### src/rtl/vga_frame_ctrl.sv
// rtl/vga_frame_ctrl.sv - vertical frame timing controller with one shadowed timing config slot
// Optional build macro VFRAME_CFG_CHECK_EN: reject configs unless active<front<back<=total.
module vga_frame_ctrl #(
  parameter int Y_ACTIVE = 600,
  parameter int Y_FRONT  = 637,
  parameter int Y_BACK   = 643,
  parameter int Y_TOTAL  = 666
) (
  input  logic        clk,
  input  logic        rst_n,
  input  logic        enable,
  input  logic        newline_in,
  input  logic        hactive_in,
  input  logic        cfg_valid,
  output logic        cfg_ready,
  input  logic [10:0] cfg_active,
  input  logic [10:0] cfg_front,
  input  logic [10:0] cfg_back,
  input  logic [10:0] cfg_total,
  output logic        cfg_err,
  output logic [10:0] ypos,
  output logic        vsync,
  output logic        vactive,
  output logic        video_on,
  output logic        frame_start,
  output logic        busy
);

  localparam logic [10:0] P_ACTIVE = 11'(Y_ACTIVE);
  localparam logic [10:0] P_FRONT  = 11'(Y_FRONT);
  localparam logic [10:0] P_BACK   = 11'(Y_BACK);
  localparam logic [10:0] P_TOTAL  = 11'(Y_TOTAL);

  typedef enum logic {S_IDLE = 1'b0, S_RUN = 1'b1} state_t;

  state_t      r_state;
  state_t      w_state_nxt;

  logic [10:0] r_active, r_front, r_back, r_total;
  logic [10:0] r_sh_active, r_sh_front, r_sh_back, r_sh_total;
  logic        r_slot_full;

  logic [10:0] r_ypos;
  logic        r_vsync, r_vactive, r_video_on, r_frame_start;

  logic        w_xfer, w_cfg_ok, w_apply, w_run_nxt;
  logic        w_entry, w_wrap;
  logic [10:0] w_ypos_nxt;
  logic [10:0] w_active_nxt, w_front_nxt, w_back_nxt, w_total_nxt;
  logic        w_vsync_nxt, w_vactive_nxt, w_video_on_nxt, w_frame_start_nxt;

  always_ff @(posedge clk or negedge rst_n) begin
    if (!rst_n) r_state <= S_IDLE;
    else        r_state <= w_state_nxt;
  end

  always_comb begin
    w_state_nxt = r_state;
    case (r_state)
      S_IDLE:  if (enable)  w_state_nxt = S_RUN;
      S_RUN:   if (!enable) w_state_nxt = S_IDLE;
      default: w_state_nxt = S_IDLE;
    endcase
  end

  // Line counter and frame events; leaving RUN abandons the frame immediately.
  always_comb begin
    w_entry    = 1'b0;
    w_wrap     = 1'b0;
    w_ypos_nxt = r_ypos;
    case (r_state)
      S_IDLE: begin
        w_ypos_nxt = '0;
        w_entry    = enable;
      end
      S_RUN: begin
        if (!enable) begin
          w_ypos_nxt = '0;
        end else if (newline_in) begin
          if (r_ypos < r_total) begin
            w_ypos_nxt = r_ypos + 11'd1;
          end else begin
            w_ypos_nxt = '0;
            w_wrap     = 1'b1;
          end
        end
      end
      default: w_ypos_nxt = '0;
    endcase
  end

`ifdef VFRAME_CFG_CHECK_EN
  assign w_cfg_ok = (cfg_active < cfg_front) && (cfg_front < cfg_back) && (cfg_back <= cfg_total);
`else
  assign w_cfg_ok = 1'b1;
`endif

  assign cfg_ready = !r_slot_full;
  assign w_xfer    = cfg_valid && !r_slot_full;
  // A config accepted on a wrap edge only fills the slot, so it waits for the next wrap.
  assign w_apply   = r_slot_full && ((r_state == S_IDLE) || w_wrap);

  assign w_active_nxt = w_apply ? r_sh_active : r_active;
  assign w_front_nxt  = w_apply ? r_sh_front  : r_front;
  assign w_back_nxt   = w_apply ? r_sh_back   : r_back;
  assign w_total_nxt  = w_apply ? r_sh_total  : r_total;

  // Vertical flags are derived from next ypos and next timing so they move with ypos.
  assign w_run_nxt         = (w_state_nxt == S_RUN);
  assign w_vactive_nxt     = w_run_nxt && (w_ypos_nxt < w_active_nxt);
  assign w_vsync_nxt       = !(w_run_nxt && (w_ypos_nxt >= w_front_nxt) && (w_ypos_nxt < w_back_nxt));
  assign w_frame_start_nxt = w_entry || w_wrap;
  assign w_video_on_nxt    = w_run_nxt && hactive_in && r_vactive;

  always_ff @(posedge clk or negedge rst_n) begin
    if (!rst_n) begin
      r_ypos        <= '0;
      r_vsync       <= 1'b1;
      r_vactive     <= 1'b0;
      r_video_on    <= 1'b0;
      r_frame_start <= 1'b0;
    end else begin
      r_ypos        <= w_ypos_nxt;
      r_vsync       <= w_vsync_nxt;
      r_vactive     <= w_vactive_nxt;
      r_video_on    <= w_video_on_nxt;
      r_frame_start <= w_frame_start_nxt;
    end
  end

  always_ff @(posedge clk or negedge rst_n) begin
    if (!rst_n) begin
      r_active    <= P_ACTIVE;
      r_front     <= P_FRONT;
      r_back      <= P_BACK;
      r_total     <= P_TOTAL;
      r_sh_active <= '0;
      r_sh_front  <= '0;
      r_sh_back   <= '0;
      r_sh_total  <= '0;
      r_slot_full <= 1'b0;
    end else begin
      r_active <= w_active_nxt;
      r_front  <= w_front_nxt;
      r_back   <= w_back_nxt;
      r_total  <= w_total_nxt;
      if (w_apply) begin
        r_slot_full <= 1'b0;
      end else if (w_xfer && w_cfg_ok) begin
        r_sh_active <= cfg_active;
        r_sh_front  <= cfg_front;
        r_sh_back   <= cfg_back;
        r_sh_total  <= cfg_total;
        r_slot_full <= 1'b1;
      end
    end
  end

`ifdef VFRAME_CFG_CHECK_EN
  logic r_cfg_err;
  always_ff @(posedge clk or negedge rst_n) begin
    if (!rst_n) r_cfg_err <= 1'b0;
    else        r_cfg_err <= w_xfer && !w_cfg_ok;
  end
  assign cfg_err = r_cfg_err;
`else
  assign cfg_err = 1'b0;
`endif

  assign ypos        = r_ypos;
  assign vsync       = r_vsync;
  assign vactive     = r_vactive;
  assign video_on    = r_video_on;
  assign frame_start = r_frame_start;
  assign busy        = (r_state == S_RUN);

endmodule

### config.mk
export PLATFORM = sky130hd
export DESIGN_NAME = vga_frame_ctrl
export DESIGN_NICKNAME = d
export VERILOG_FILES = /design/src/rtl/vga_frame_ctrl.sv
export SDC_FILE = /design/constraint.sdc
export NUM_CORES = 1
export LEC_CHECK = 0
export CORE_ASPECT_RATIO = 1.4
export CORE_MARGIN = 4
export CORE_UTILIZATION = 35
export DETAILED_ROUTE_END_ITERATION = 10
export PLACE_DENSITY = 0.62
export SLEW_MARGIN = 40
export SYNTH_ARGS = -nofsm -noshare
export SYNTH_HDL_FRONTEND = slang
export SYNTH_SLANG_ARGS = --single-unit
### constraint.sdc
create_clock -name clk -period 7.5 [get_ports clk]
set_input_delay 1.5 -clock clk [delete_from_list [all_inputs] [get_ports clk]]
set_output_delay 1.5 -clock clk [all_outputs]
set_load 0.02 [all_outputs]
Word level (Yosys, flattened, before mapping)
Index checks and enable logic that the tools add are counted.
{"block": "word_totals", "reg_bits": 105, "in_bits": 50, "elab_cells": 50}
{"block": "classes", "add_sub_neg": 1, "n_lt_le_gt_ge": 4, "mux": 15, "bitwise": 2, "n_reduce_logical": 13}
{"operator": "$mux 11", "n": 6}
{"operator": "$lt 11x11->1", "n": 3}
{"operator": "$pmux 11 s2", "n": 1}
{"operator": "$add 11x1->11 const B", "n": 1}
{"operator": "$ge 11x11->1", "n": 1}
{"operator": "$mux 1", "n": 8}
{"operator": "$logic_and 1x1->1", "n": 7}
{"operator": "$logic_not 1->1", "n": 2}
{"operator": "$logic_or 1x1->1", "n": 2}
{"operator": "$not 1->1", "n": 2}
{"operator": "$reduce_and 2->1", "n": 1}
{"operator": "$reduce_bool 2->1", "n": 1}

Logic depth before layout (Yosys ltp)
Gate-level depths: netlist of run 1.
{"block": "logic_depth", "depth_word": 12, "ltp_mapped": 15}

Worst setup path after synthesis of run 1
OpenSTA, ideal clock, no wires.
{"block": "synth_timing", "path_type": "input -> register", "start": "in newline_in", "end": "reg r_vactive, in the netlist vactive", "arrival_ns": 3.690, "required_time_ns": 7.436, "slack_ns": 3.745, "cell_stages": 12, "n_path_buf": 2, "path_cell_list": "clkbuf_1 > and3_2 > a21oi_4 > buf_8 > mux2i_1 > ha_1 > a21o_1 > a21o_1 > a21oi_1 > o211a_1 > a22o_1 > a31o_2"}
{"block": "synth_between", "elab_chain_cells": 8}
{"item": "start, declared", "line_no": "12", "text": "input logic newline_in,"}
{"item": "$mux 1", "line_no": "79", "text": "end else if (newline_in) begin"}
{"item": "$mux 1", "line_no": "77", "text": "if (!enable) begin"}
{"item": "$mux 1", "line_no": "71", "text": "case (r_state)"}
{"item": "$logic_or 1x1->1", "line_no": "101", "text": "assign w_apply = r_slot_full && ((r_state == S_IDLE) || w_wrap);"}
{"item": "$logic_and 1x1->1", "line_no": "101"}
{"item": "$mux 11", "line_no": "103", "text": "assign w_active_nxt = w_apply ? r_sh_active : r_active;"}
{"item": "$lt 11x11->1 *", "line_no": "110", "text": "assign w_vactive_nxt = w_run_nxt && (w_ypos_nxt < w_active_nxt);"}
{"item": "$logic_and 1x1->1 *", "line_no": "110"}
{"item": "net w_vactive_nxt", "line_no": "50", "text": "logic w_vsync_nxt, w_vactive_nxt, w_video_on_nxt, w_frame_start_nxt;"}
{"item": "end signal, assigned", "line_no": "125", "text": "r_vactive <= w_vactive_nxt;"}
{"item": "end, declared", "line_no": "44", "text": "logic r_vsync, r_vactive, r_video_on, r_frame_start;"}
Mark *: on every way through the listed nets, which the timed path passes. The rest lies on a longest branch.
A chain may end at the register's enable or synchronous reset.

Worst setup path in the final report of run 1
{"block": "layout_timing", "start": "in enable", "end": "reg r_vsync, in the netlist vsync"}
{"block": "layout_between", "elab_chain_cells": 9}
{"item": "start, declared", "line_no": "11", "text": "input logic enable,"}
{"item": "$mux 1", "line_no": "77"}
{"item": "$mux 1", "line_no": "71"}
{"item": "$logic_or 1x1->1", "line_no": "101"}
{"item": "$logic_and 1x1->1", "line_no": "101"}
{"item": "$mux 11", "line_no": "104", "text": "assign w_front_nxt = w_apply ? r_sh_front : r_front;"}
{"item": "$ge 11x11->1", "line_no": "111", "text": "assign w_vsync_nxt = !(w_run_nxt && (w_ypos_nxt >= w_front_nxt) && (w_ypos_nxt < w_back_nxt));"}
{"item": "$logic_and 1x1->1", "line_no": "111"}
{"item": "$logic_and 1x1->1 *", "line_no": "111"}
{"item": "$logic_not 1->1 *", "line_no": "111"}
{"item": "net w_vsync_nxt", "line_no": "50"}
{"item": "end signal, assigned", "line_no": "124", "text": "r_vsync <= w_vsync_nxt;"}
{"item": "end, declared", "line_no": "44"}
Marked as above.

==> metrics.txt, run 1 <==
fillers 1315; DR DRC count 0; minimum setup slack after placement 2.49 ns; syn avg cell area 12.2 µm²; Placed Area 5920 µm²; post-synthesis net count roughly 510; slew margin rel. 49.0%; Sink Count 105; die area 16500 µm²; Ports 68; P_int 1250 µW; Layout area overhead 22.9%; Die Height 150 µm; max-slew violations 0; sequential group share of total power between 40% and 50%; CTS buffer count 9; min Tclk post-route between 4 and 5 ns; WS Path Type primary input to register; remaining global-route overflow 0; Hold WC Path Type register to register; pin count of the biggest net entering global routing 91; CTS Buffer Depth 2; Post-Route WL 11200 µm; CTS resizes 0; initial antenna violation count 0; Final setup viols 0; critical path data arrival time 4.90 ns; Hold Vio Cnt, Final 0; Clock power frac 28.9%; Clock Skews 0.00730 ns; post-route setup TNS 0 ns; share of the synthesized area in the top cell type between 40 and 50%; Starting DRT DRC Count 136; dominant synthesized flop cell dfrtp_1; hold_ws 0.493 ns; fraction of registers with async set or reset after synthesis 100%; Setup WS post-layout 2.87 ns; IO Port Bufs 66; CTS tree done; worst slew pin tran 0.762 ns; Syn Std Cell Area 5070 µm²; most common cell in the synthesized netlist dfrtp_1; synth top area cells dfrtp_1, dfstp_2, ha_1, mux2_2, mux2i_1; All-Layer GR Usage 14.6%; H-tree levels 3; vias after detailed routing 3271; DR pass1 iterations 4; wire length per cell around 17 µm; Max FO, Critical Path 18; CP required 7.76 ns; Worst VDD drop between 100 and 150 µV; most frequent cells after synthesis dfrtp_1, inv_1, mux2_2; CP Capture Type register; antenna diode count 0; die width 110 µm; yosys synthesis warning count 0; global-route wire length before repair 18400 µm; Post-CTS Hold Buffers 0; cell taking the most area after synthesis dfrtp_1; HPWL after DPL 8480 µm; post-synthesis sequential area ratio 52.3%; synth unique cells 48; CTS clk-pin slew, worst paths about 0.07 ns; CTS Root Cell clkbuf_16; # nets final about 580; number of global-route vias before repair 3695; Logic pwr share 23.6%; crit share post-route 61.8%; initial core utilization a little over a third; CP startpoint kind primary input; status completed; Post-synth EDFFs 0; Core Region 14000 µm²; DRT antenna net count 0; fin area 6230 µm²; layout cells sized above 1 18.8%; Lkg Pwr 0.00301 µW; Core Util, Final 44.4%; vias per cell 4.85; RSZ-0062 raised after global routing false; Post-CTS Setup Bufs 0; Yosys reg bits 105; Sw Ratio between 20% and 30%; number of max-cap violations 0; Clock Latency Late Sink ~0.34 ns; Peak Freq 216 MHz; P_sw 477 µW; Std-Cell Rows 51; Pwr Density 277 nW/µm²; Final GP Congestion 0.840; Synth Instances ~420
## path summary, 6_finish.rpt
| path | endpoint | slack, ns | depth (start not counted) | startpoint |
|---|---|---|---|---|
| setup / recovery | vsync$_DFF_PN1_ | 2.87 | 11 | enable |
| hold / removal | r_back[4]$_DFF_PN0_ | 0.49 | 2 | r_back[4]$_DFF_PN0_ |
| setup reg to reg | vsync$_DFF_PN1_ | 3.33 | 13 | ypos[2]$_DFF_PN0_ |
| hold reg to reg | r_back[4]$_DFF_PN0_ | 0.49 | 2 | r_back[4]$_DFF_PN0_ |
| max in group asynchronous | r_sh_back[1]$_DFFE_PN0P_ | 5.47 | 2 | rst_n |
| min in group asynchronous | r_sh_total[0]$_DFFE_PN0P_ | 1.01 | 1 | rst_n |
## through the flow
stage                     power [µW]  instances
final                           1730        674
after floorplan                 1100        417
after CTS                       1760        674
after global placement          1220        658
after detailed placement        1250        658
after global routing            1850        674
## cell families after synthesis
family / Yosys count / share of synthesized area, %
simple gates: 65 / 6.04
buf+inv: 59 / 5.13
xor+xnor: 9 / 1.55
compound gates: 58 / 7.92
flops: 105 / 52.3
mux: 78 / 16.6
other cells: 1 / 0.0739
fa+ha+maj: 42 / 10.4
## state kept, by name (all words and copies together), names as in the netlist
| name | cells |
|---|---|
| r_front | 11 |
| r_slot_full | 1 |
| busy | 1 |
| frame_start | 1 |
| r_sh_back | 11 |
| r_active | 11 |
| r_sh_front | 11 |
| r_back | 11 |
| video_on | 1 |
| vsync | 1 |
| vactive | 1 |
| r_sh_total | 11 |
| ypos | 11 |
| r_total | 11 |
| r_sh_active | 11 |
## cell type report
type / instances / area, µm² / share of cell area [%]
flip-flops and latches: 105 / 2650 / 42.6
multi-input cells: 253 / 2170 / 34.9
repair buffers: 69 / 687 / 11.0
clock buffers: 13 / 250 / 4.01
well taps: 185 / 231 / 3.71
inverters: 46 / 173 / 2.77
clock inverters: 3 / 65.1 / 1.04
## power by group through the flow
stage / registers, µW / clock network (µW) / logic [µW]
6_report: 822 / 499 / 407
5_1_grt: 841 / 536 / 472
4_1_cts: 825 / 516 / 416
3_5_place_dp: 834 / 0 / 414
3_3_place_gp: 830 / 0 / 393
2_1_floorplan: 804 / 0 / 298
## critical path, cell delays in order
cell and delay, ns:
clkdlybuf4s50_1 0.59, and3_2 0.33, a21oi_4 0.55, buf_4 0.42, mux2i_1 0.31, ha_1 0.28, a21o_1 0.18, a211oi_1 0.22
o21ai_0 0.12, a211o_1 0.23, o21bai_1 0.15
## cells in the final DEF, fill, tap and decap left out, drive strengths merged, types with 2 or more instances in the layout
cell / synthesis / layout
ha: 42 / 42
clkbuf: 4 / 14
nand3: 6 / 6
nor2: 18 / 18
inv: 46 / 46
bufinv: 0 / 2
nand2: 20 / 20
a21o: 9 / 9
dfstp: 21 / 21
o211a: 2 / 2
xor2: 8 / 8
and3: 3 / 3
nand2b: 3 / 3
a211oi: 3 / 3
a21oi: 16 / 16
clkdlybuf4s50: 0 / 65
nor3b: 2 / 2
buf: 9 / 3
dfrtp: 84 / 84
o22ai: 10 / 10
mux2: 47 / 47
nor2b: 2 / 2
nand4: 8 / 8
mux2i: 31 / 31
o21ai: 4 / 4
## per-layer routing
metal	part of all wire, %	track usage (%)	vias to the layer above
met3	3.6	2.83	10
met4	2.0	4.55	0
met5	0	0	-
li1	-	-	1578
met2	54	27.0	58
met1	41	16.7	1625
Power figures use the tool's default switching activity.
==> run 2: changes to the inputs <==
- PLACE_DENSITY: 0.62 -> 0.64
- clock period: 7.5 -> 4.15 ns (I/O delays scaled with it)
==> run 2 against run 1 <==
Net effect:
- critical path depth grew 4
- sequential power grew 79%
- first-iteration DRC count shrank 29%
- core utilization grew 0.25 points
- final cell count grew 1.2%
- hold slack lost 0.041 ns
- total power grew 77%
- sequential cell count is the same
- count of clock-buffer cells in the layout grew 1
- clock power grew 64%
- cell area grew 0.56%
- via count grew 2.5%
- critical endpoint unchanged
==> metrics.txt, run 2 (same netlist as run 1, synthesis figures left out) <==
status completed; DRT antenna net count 0; HPWL after DPL 8660 µm; # nets final ~580; pin count of the biggest net entering global routing 61; max-slew violations 0; H-tree levels 3; CTS buffer count 9; Worst VDD drop 206 µV; Critical Path, Cell by Cell inv_1 -> ha_1 -> nand4_1 -> o221ai_1 -> a311o_2 -> nand2_1 -> nand3_1 -> nor2_1 -> ha_1 -> a21o_1 -> a211oi_1 -> o21ai_0 -> o211ai_1 -> a211o_1 -> o21bai_1; Core Region ~14000 µm²; vias after detailed routing 3353; global-route wire length before repair 18600 µm; CTS clk-pin slew, worst paths about 0.07 ns; Sink Count 105; Std-Cell Rows 51; number of max-cap violations 0; Final setup viols 0; Post-CTS Setup Bufs 0; Peak Freq between 200 and 300 MHz; Lkg Pwr 0.00304 µW; CTS Root Cell clkbuf_16; number of global-route vias before repair 3734; Clock Latency Late Sink 0.35 ns; Clock Skews 0.00987 ns; RSZ-0062 raised after global routing false; die area 16500 µm²; Final GP Congestion just under 0.9; slowest cell delay on critical path 0.52 ns; IO Port Bufs between 60 and 70; Post-CTS Hold Buffers 0; CP startpoint kind register; CTS resizes 0; Layout area overhead 23.6%; initial antenna violation count 0; WS Path Type register to register; most frequent CP cell ha_1; CP required 4.43 ns; Starting DRT DRC Count 97; DR pass1 iterations 4; antenna diode count 0; Pwr Density 487 nW/µm²; min Tclk post-route 3.71 ns; most common cell after layout, fill and taps aside dfrtp_1; DR DRC count 0; commonest non-fill, non-tap cells in the layout dfrtp_1, clkdlybuf4s50_1, inv_1, mux2_2, ha_1; Hold Vio Cnt, Final 0; slew margin rel. ~50%; wire length per cell 16.5 µm; Max FO, Critical Path 10; All-Layer GR Usage 14.9%; worst slew pin tran 0.751 ns; crit share post-route between 80% and 90%; post-route setup TNS 0 ns; Ports 68; CP Capture Type register; Post-Route WL 11200 µm; Slowest-stage cell, CP dfstp_2; critical path data arrival time 3.99 ns; Hold WC Path Type primary input to async pin; CTS Buffer Depth 2; Die Height 150 µm; fillers 1282; Core Util, Final 44.7%; die width between 100 and 150 µm; remaining global-route overflow 0; CTS tree done; initial core utilization between 30% and 40%; layout cells sized above 1 20.1%; vias per cell ~4.9
[run 2: cell count changes in the layout (fill, tap and decap cells not counted)]
cell | before | now
a31oi_1 | 0 | 1
a31oi_2 | 1 | 0
buf_12 | 0 | 1
buf_4 | 3 | 10
buf_6 | 0 | 1
bufinv_16 | 2 | 0
clkbuf_1 | 3 | 2
clkbuf_8 | 2 | 3
clkinvlp_4 | 0 | 1
[run 2: area by class of cell]
type / count / area, µm² / area share, %
Sequential cell: 105 / 2650 / 42.3
Multi-Input combinational cell: 253 / 2170 / 34.6
Timing Repair Buffer: 77 / 757 / 12.1
Clock buffer: 14 / 274 / 4.37
Tap cell: 185 / 231 / 3.69
Inverter: 46 / 173 / 2.75
Clock inverter: 2 / 12.5 / 0.200
[run 2: path summary, 6_finish.rpt]
check | startpoint | to | cells after the start | slack [ns]
setup / recovery | r_total[9]$_DFFE_PN1N_ | vsync$_DFF_PN1_ | 15 | 0.44
hold / removal | rst_n | r_sh_active[7]$_DFFE_PN0P_ | 1 | 0.45
setup reg to reg | r_total[9]$_DFFE_PN1N_ | vsync$_DFF_PN1_ | 15 | 0.44
hold reg to reg | r_front[1]$_DFF_PN0_ | r_front[1]$_DFF_PN0_ | 2 | 0.49
max in group asynchronous | rst_n | r_front[9]$_DFF_PN1_ | 2 | 2.91
min in group clk | r_front[1]$_DFF_PN0_ | r_front[1]$_DFF_PN0_ | 2 | 0.49
[run 2: power breakdown]
| group | internal (µW) | switching [µW] |
|---|---|---|
| registers | 1360 | 115 |
| logic | 364 | 400 |
| clock network | 456 | 362 |
| total | 2180 | 877 |
[run 2: worst max-delay path: cells and delay by family (launching register included)]
family	cells	cell delay (ns)
AND/OR/NAND/NOR	4	1.03
buffers and inverters	1	0.05
flip-flops	1	0.52
adder cells (fa/ha/maj)	2	0.63
AO/OA/AOI/OAI	8	1.41
[run 2: through the flow]
step	hold WS (ns)	total power (µW)	instance area [µm²]	worst slack, ns	cells
final	0.453	3060	6270	0.442	682
after global routing	0.490	3270	6270	0.154	682
after CTS	0.500	3100	6260	0.412	682
after detailed placement	0.485	2280	5980	0.361	666
after global placement	0.480	2240	5980	0.409	666
after floorplan	0.457	1990	5070	0.846	417
[run 2: metal layers]
layer	GRT usage [%]	vias up	routed length (µm)
li1	-	1603	-
met5	0	-	0
met3	3.30	27	456
met2	25.7	67	5950
met1	17.3	1656	4470
met4	6.99	0	355
==> variant 1: new RTL, settings of run 2 <==
Build with the macro `VFRAME_CFG_CHECK_EN` defined.
--- a/src/rtl/vga_frame_ctrl.sv
+++ b/src/rtl/vga_frame_ctrl.sv
@@ -1,5 +1,7 @@
 // rtl/vga_frame_ctrl.sv - vertical frame timing controller with one shadowed timing config slot
 // Optional build macro VFRAME_CFG_CHECK_EN: reject configs unless active<front<back<=total.
+`define VFRAME_CFG_CHECK_EN
+
 module vga_frame_ctrl #(
   parameter int Y_ACTIVE = 600,
   parameter int Y_FRONT  = 637,
Check against the original RTL: not equivalent (Yosys sat finds a counterexample within 4 cycles, from zero or initial values and one cycle with rst_n low).
==> variant 1 against run 2 <==
Die area up 22%; combinational power rose by 81%; critical path depth unchanged; synthesized area up 24%; design area grew 23%; non-clock buffer count grew 17; critical endpoint is now vactive; clock skew decreased by 0.0040 ns; power increased by 32%; sequential cell count rose by 1; setup slack worse by 0.15 ns; routed wire length rose by 37%; sequential share of layout area fell by 7.6 points.
==> variant 1: results (changes against run 2) <==
synth:
  ys_async_sr_fraction_pct: 100  # unchanged
  synthTopCellsByArea: "dfrtp_1 (34%), ha_1 (15%), mux2_4 (9.3%)"
  synth_cell_types: 42  # -13%
  ys_warn_count: 0  # unchanged
  syn_nets: 648  # +27%
  synthCells: 525  # +26%
  synthTopCellsByCount: "dfrtp_1 (85), ha_1 (73), mux2_2 (47)"
  ys_seq_area_share_pct: 42.7  # -9.6 points
sta:
  worstMarginPinSlew_ns: 0.664  # -0.0866 ns
  fin_hold_ws_ns: 0.491  # +0.0384 ns
  final-max-slew-violation-count: 0  # unchanged
  skew_ns: 0.00583  # -0.00403 ns
cells_and_area:
  n_antenna_cell: 0  # unchanged
  fin_cells: 859  # +26%
  drive_above_1_share_pct: 25.5  # +5.4 points
  fillCellCount: 1571  # +23%
  nNetsFinal: 741  # +27%
worst_setup_path:
  r2r.worst_path.cells: 15  # unchanged
  cp_max_fo: 10  # unchanged
  startpoint: "r_total[4]"
  crit_arrival_ns: 4.13  # +0.14 ns
  reg2reg_slack_ns: 0.29  # -0.15 ns
routing:
  remaining_drc_errors: 0  # unchanged
  dr_wl_met2_mm: 8.12  # +37%
  top_layer: "met4"
  firstDrtPassIters: 5  # +1
  wl_met1_mm: 6.35  # +42%
  wl_per_cell_microns: 17.9  # +8.8%
  dr_wl_met3_microns: 441  # -3.3%
  vias: 4321  # +29%
  drtIter0Drc: 174  # +79%
cts:
  numCtsBuffers: 9  # unchanged
  cts-root-buf: "clkbuf_16"
  path_clk_slew_ns: 0.07  # about the same
  cts_max_path_buffers: 2  # unchanged
  worstSkewPairLatency_ns: 0.35  # about the same
  h-tree-depth: 3  # unchanged
power:
  total_leakage_power_nw: 3.73  # +23%
  max-vdd-ir-drop_uv: 195  # -5.4%
status:
  outcome: "completed"
placed_design:
  dp_hpwl_mm: 12.3  # +42%
  portBuffers: 67  # +1.5%
  routabilityCongestion: 0.902  # +2.4%
  place_inst: 843  # +27%
global_routing:
  grt_start_max_net_pins: 72  # +18%
  grt_pass1_vias: 4700  # +26%
  grt_usage_pct: 15.6  # +0.74 points
  grt_pass1_wl_mm: 24.9  # +34%
  antenna_found_initial: 0  # unchanged
min_path:
  min_path_type: "in -> async"
[variant 1: changes by cell type in the layout (fill, tap and decap cells not counted), moves of 4 or more]
cell,run 2,this run
nor3_1,1,7
o22ai_1,10,0
a211oi_1,3,8
ha_1,42,73
o21a_1,1,5
nand4_1,8,12
o21ai_0,4,17
nor2_1,18,22
a21o_1,9,3
buf_4,10,25
mux2_4,1,39
a21oi_1,15,20
[variant 1: cell families (layout without fill, tap and decap cells)]
family,count (synthesis),in the layout,synth area share (%)
multiplexers,117,117,22.7
flip-flops,106,106,42.7
AND/OR/NAND/NOR,88,88,7.04
AO/OA/AOI/OAI,74,74,7.66
adder cells (fa/ha/maj),73,73,14.6
buffers and inverters,58,156,4.09
XOR/XNOR,9,9,1.26
[variant 1: cell type report]
cell class	instances	area (sq um)	share of cell area (%)
multi-input cells	361	3360	43.6
flip-flops and latches	106	2680	34.8
clock buffers	11	253	3.28
repair buffers	94	900	11.7
inverters	46	173	2.24
clock inverters	5	50.0	0.649
well taps	236	295	3.83
[variant 1: worst paths after layout]
path,end
hold reg to reg,r_active[8]
max in group asynchronous,r_total[1]
setup / recovery,vactive
setup reg to reg,vactive
min in group clk,r_active[8]
hold / removal,r_sh_active[7]
[variant 1: through the flow]
| step | util [%] | setup slack [ns] | cell area, sq um |
|---|---|---|---|
| global route | 44.1 | 0.0426 | 7710 |
| detailed placement | 42.3 | 0.190 | 7390 |
| global placement | 42.3 | 0.220 | 7390 |
| CTS | 44.0 | 0.190 | 7700 |
| floorplan | - | 0.691 | 6270 |
| finish | 44.1 | 0.287 | 7710 |
[variant 1: repair_timing]
action                                  in CTS  in global routing
hold buffers                                 0                  0
endpoints found under the setup margin       0                  1
resized for setup                            0                  2
buffers inserted                             0                  0
[variant 1: critical path: stages (launching register included)]
cell,delay [ns]
dfstp_2,0.54
inv_1,0.04
ha_1,0.29
a21oi_1,0.13
o21ai_0,0.13
a221o_1,0.38
nand2_1,0.11
nand3_1,0.29
nor2_1,0.50
ha_1,0.35
o21ai_0,0.14
o21ai_0,0.10
a2111oi_0,0.36
o21ai_0,0.20
nor2_1,0.11
o2bb2ai_1,0.11
[variant 1: power by group]
part,leakage [nW],switching [mW],internal (mW)
Sequential,1.26,0.270,1.53
Clock,0.145,0.395,0.448
Combinational,2.33,0.589,0.790
Total,3.73,1.25,2.77
[variant 1: routing by layer]
| metal | vias up | global-route usage, % |
|---|---|---|
| li1 | 2077 | - |
| met1 | 2138 | 18.5 |
| met2 | 78 | 28.3 |
| met3 | 28 | 1.90 |
| met4 | 0 | 6.14 |
| met5 | - | 0 |
==> variant 2: new RTL, flow settings as in run 2 <==
Made on the original files. Register the input `cfg_valid` before use. The logic sees it one clock later. The other inputs are not delayed to match.
--- a/src/rtl/vga_frame_ctrl.sv
+++ b/src/rtl/vga_frame_ctrl.sv
@@ -32,6 +32,12 @@
   localparam logic [10:0] P_TOTAL  = 11'(Y_TOTAL);
 
   typedef enum logic {S_IDLE = 1'b0, S_RUN = 1'b1} state_t;
+
+  logic cfg_valid_q;
+
+  always_ff @(posedge clk) begin
+    cfg_valid_q <= cfg_valid;
+  end
 
   state_t      r_state;
   state_t      w_state_nxt;
@@ -96,7 +102,7 @@
 `endif
 
   assign cfg_ready = !r_slot_full;
-  assign w_xfer    = cfg_valid && !r_slot_full;
+  assign w_xfer    = cfg_valid_q && !r_slot_full;
   // A config accepted on a wrap edge only fills the slot, so it waits for the next wrap.
   assign w_apply   = r_slot_full && ((r_state == S_IDLE) || w_wrap);
 
Formal check against the unedited RTL: not equivalent (Yosys sat finds a counterexample within 4 cycles, from zero or initial values and one cycle with rst_n low).
==> variant 2 against run 2 <==
Sequential cell count grew 1; clock power increased by 6.5%; via count fell by 0.92%; utilization decreased by 0.060 points; hold slack improved by 0.042 ns; combinational power shrank 2%; power grew 1.9%; setup slack got worse by 0.082 ns; routed wire length is 2.7% lower; design area is 0.32% higher; synthesized area rose by 0.39%; die area up 0.37%.
==> variant 2: results (changes against run 2) <==
status:
  outcome: "completed"
sta:
  relSlewSlack_pct: 50.4  # +0.58 points
  skew_ns: 0.0105  # +0.000610 ns
routing:
  drt-total-wl_mm: 10.9  # -2.7%
  dr_wl_met3_microns: 375  # -18%
  drtIter0Drc: 184  # +90%
  viasPerCell: 4.88  # -0.78%
  wl_met1_mm: 4.33  # -3.1%
  dr_wl_met2_mm: 5.98  # +0.59%
synth:
  syn_nets: 510  # +0.20%
  ys_seq_area_share_pct: 52.5  # +0.19 points
  synthTopCellsByArea: "dfrtp_1 (41%), dfstp_2 (11%), ha_1 (10%)"
  synthTopCellsByCount: "dfrtp_1 (84), inv_1 (46), mux2_2 (46)"
  ys_async_sr_fraction_pct: 99.1  # -0.94 points
  synth_cell_types: 49  # +2.1%
placed_design:
  routabilityCongestion: 0.838  # -4.8%
  dpl_cell_area_sq_mm: 0.00597  # about the same
  portBuffers: 66  # unchanged
  dp_hpwl_mm: 8.47  # -2.2%
cells_and_area:
  drive_above_1_share_pct: 20.2  # +0.041 points
  nNetsFinal: 583  # -0.17%
  fillCellCount: 1328  # +3.6%
power:
  total_leakage_power_nw: 3.04  # +0.11%
  max-vdd-ir-drop_uv: 220  # +6.9%
global_routing:
  grt_pass1_wl_mm: 18.0  # -3.4%
  grt_pass1_vias: 3673  # -1.6%
  grt_start_max_net_pins: 87  # +43%
  grt_usage_pct: 14.1  # -0.75 points
worst_setup_path:
  cp_max_fo: 10  # unchanged
  crit_arrival_ns: 4.05  # +0.06 ns
  slowest_stage: "dfstp_2"
  reg2reg_slack_ns: 0.36  # -0.08 ns
die:
  dieWidth_microns: 110  # +0.18%
min_path:
  min_path_type: "reg -> reg"
==> variant 2: final cells by class <==
type / count / area, sq um / area share, %
tap: 185 / 231 / 3.68
clock buffer: 10 / 239 / 3.80
sequential: 106 / 2670 / 42.5
timing repair buffer: 75 / 732 / 11.6
inverter: 46 / 173 / 2.75
clock inverter: 6 / 72.6 / 1.15
multi-input combinational: 253 / 2170 / 34.5
==> variant 2: worst max path at each step <==
| stage | slack [ns] | to | cells after the start | start |
|---|---|---|---|---|
| final | 0.36 | vsync | 15 | r_total[9] |
| after global routing | 0.02 | vsync | 15 | r_total[9] |
| after CTS | 0.32 | vsync | 15 | r_total[9] |
| after detailed placement | 0.34 | vsync | 15 | r_total[9] |
| after global placement | 0.44 | vsync | 15 | r_total[9] |
| after floorplan | 0.85 | vactive | 15 | r_total[9] |
==> variant 2: cells by family (layout without fill, tap and decap cells) <==
| kind of cell | after synthesis | in the layout | synth area share, % |
|---|---|---|---|
| buf+inv | 59 | 137 | 5.11 |
| simple gates | 65 | 65 | 6.02 |
| flops | 106 | 106 | 52.5 |
| compound gates | 58 | 58 | 7.89 |
| xor+xnor | 9 | 9 | 1.55 |
| fa+ha+maj | 42 | 42 | 10.3 |
| mux | 78 | 78 | 16.6 |
| other cells | 1 | 1 | 0.0736 |
==> variant 2: worst reg2reg max path, cell delays in order (launching register included) <==
cell and delay, ns:
dfstp_2 0.52, inv_1 0.06, ha_1 0.29, nand4_1 0.14
o221ai_1 0.17, a311o_2 0.39, nand2_1 0.11, nand3_1 0.32
nor2_1 0.48, ha_1 0.33, nand3_1 0.10, nor2_1 0.06
a211oi_1 0.22, o21ai_0 0.11, a211o_1 0.23, o21bai_1 0.17
==> variant 2: through the flow <==
stage                     hold slack [ns]  cells  total power [mW]  util [%]  setup slack (ns)
final                               0.495    681              3.11      44.6             0.360
after global routing                0.520    681              3.33      44.6            0.0168
after CTS                           0.499    681              3.16      44.6             0.322
after detailed placement            0.484    665              2.28      42.4             0.343
after global placement              0.471    665              2.23      42.3             0.435
after floorplan                     0.457    418              2.00         -             0.846
==> variant 2: metal layers <==
layer,global-route usage [%],vias up
met5,0,-
met4,5.12,0
met3,2.36,16
met2,25.9,67
met1,16.2,1643
li1,-,1596
==> variant 2: power by group <==
part	switching [mW]	internal [mW]	total (mW)
Clock	0.380	0.491	0.871
Sequential	0.125	1.37	1.49
Combinational	0.390	0.359	0.749
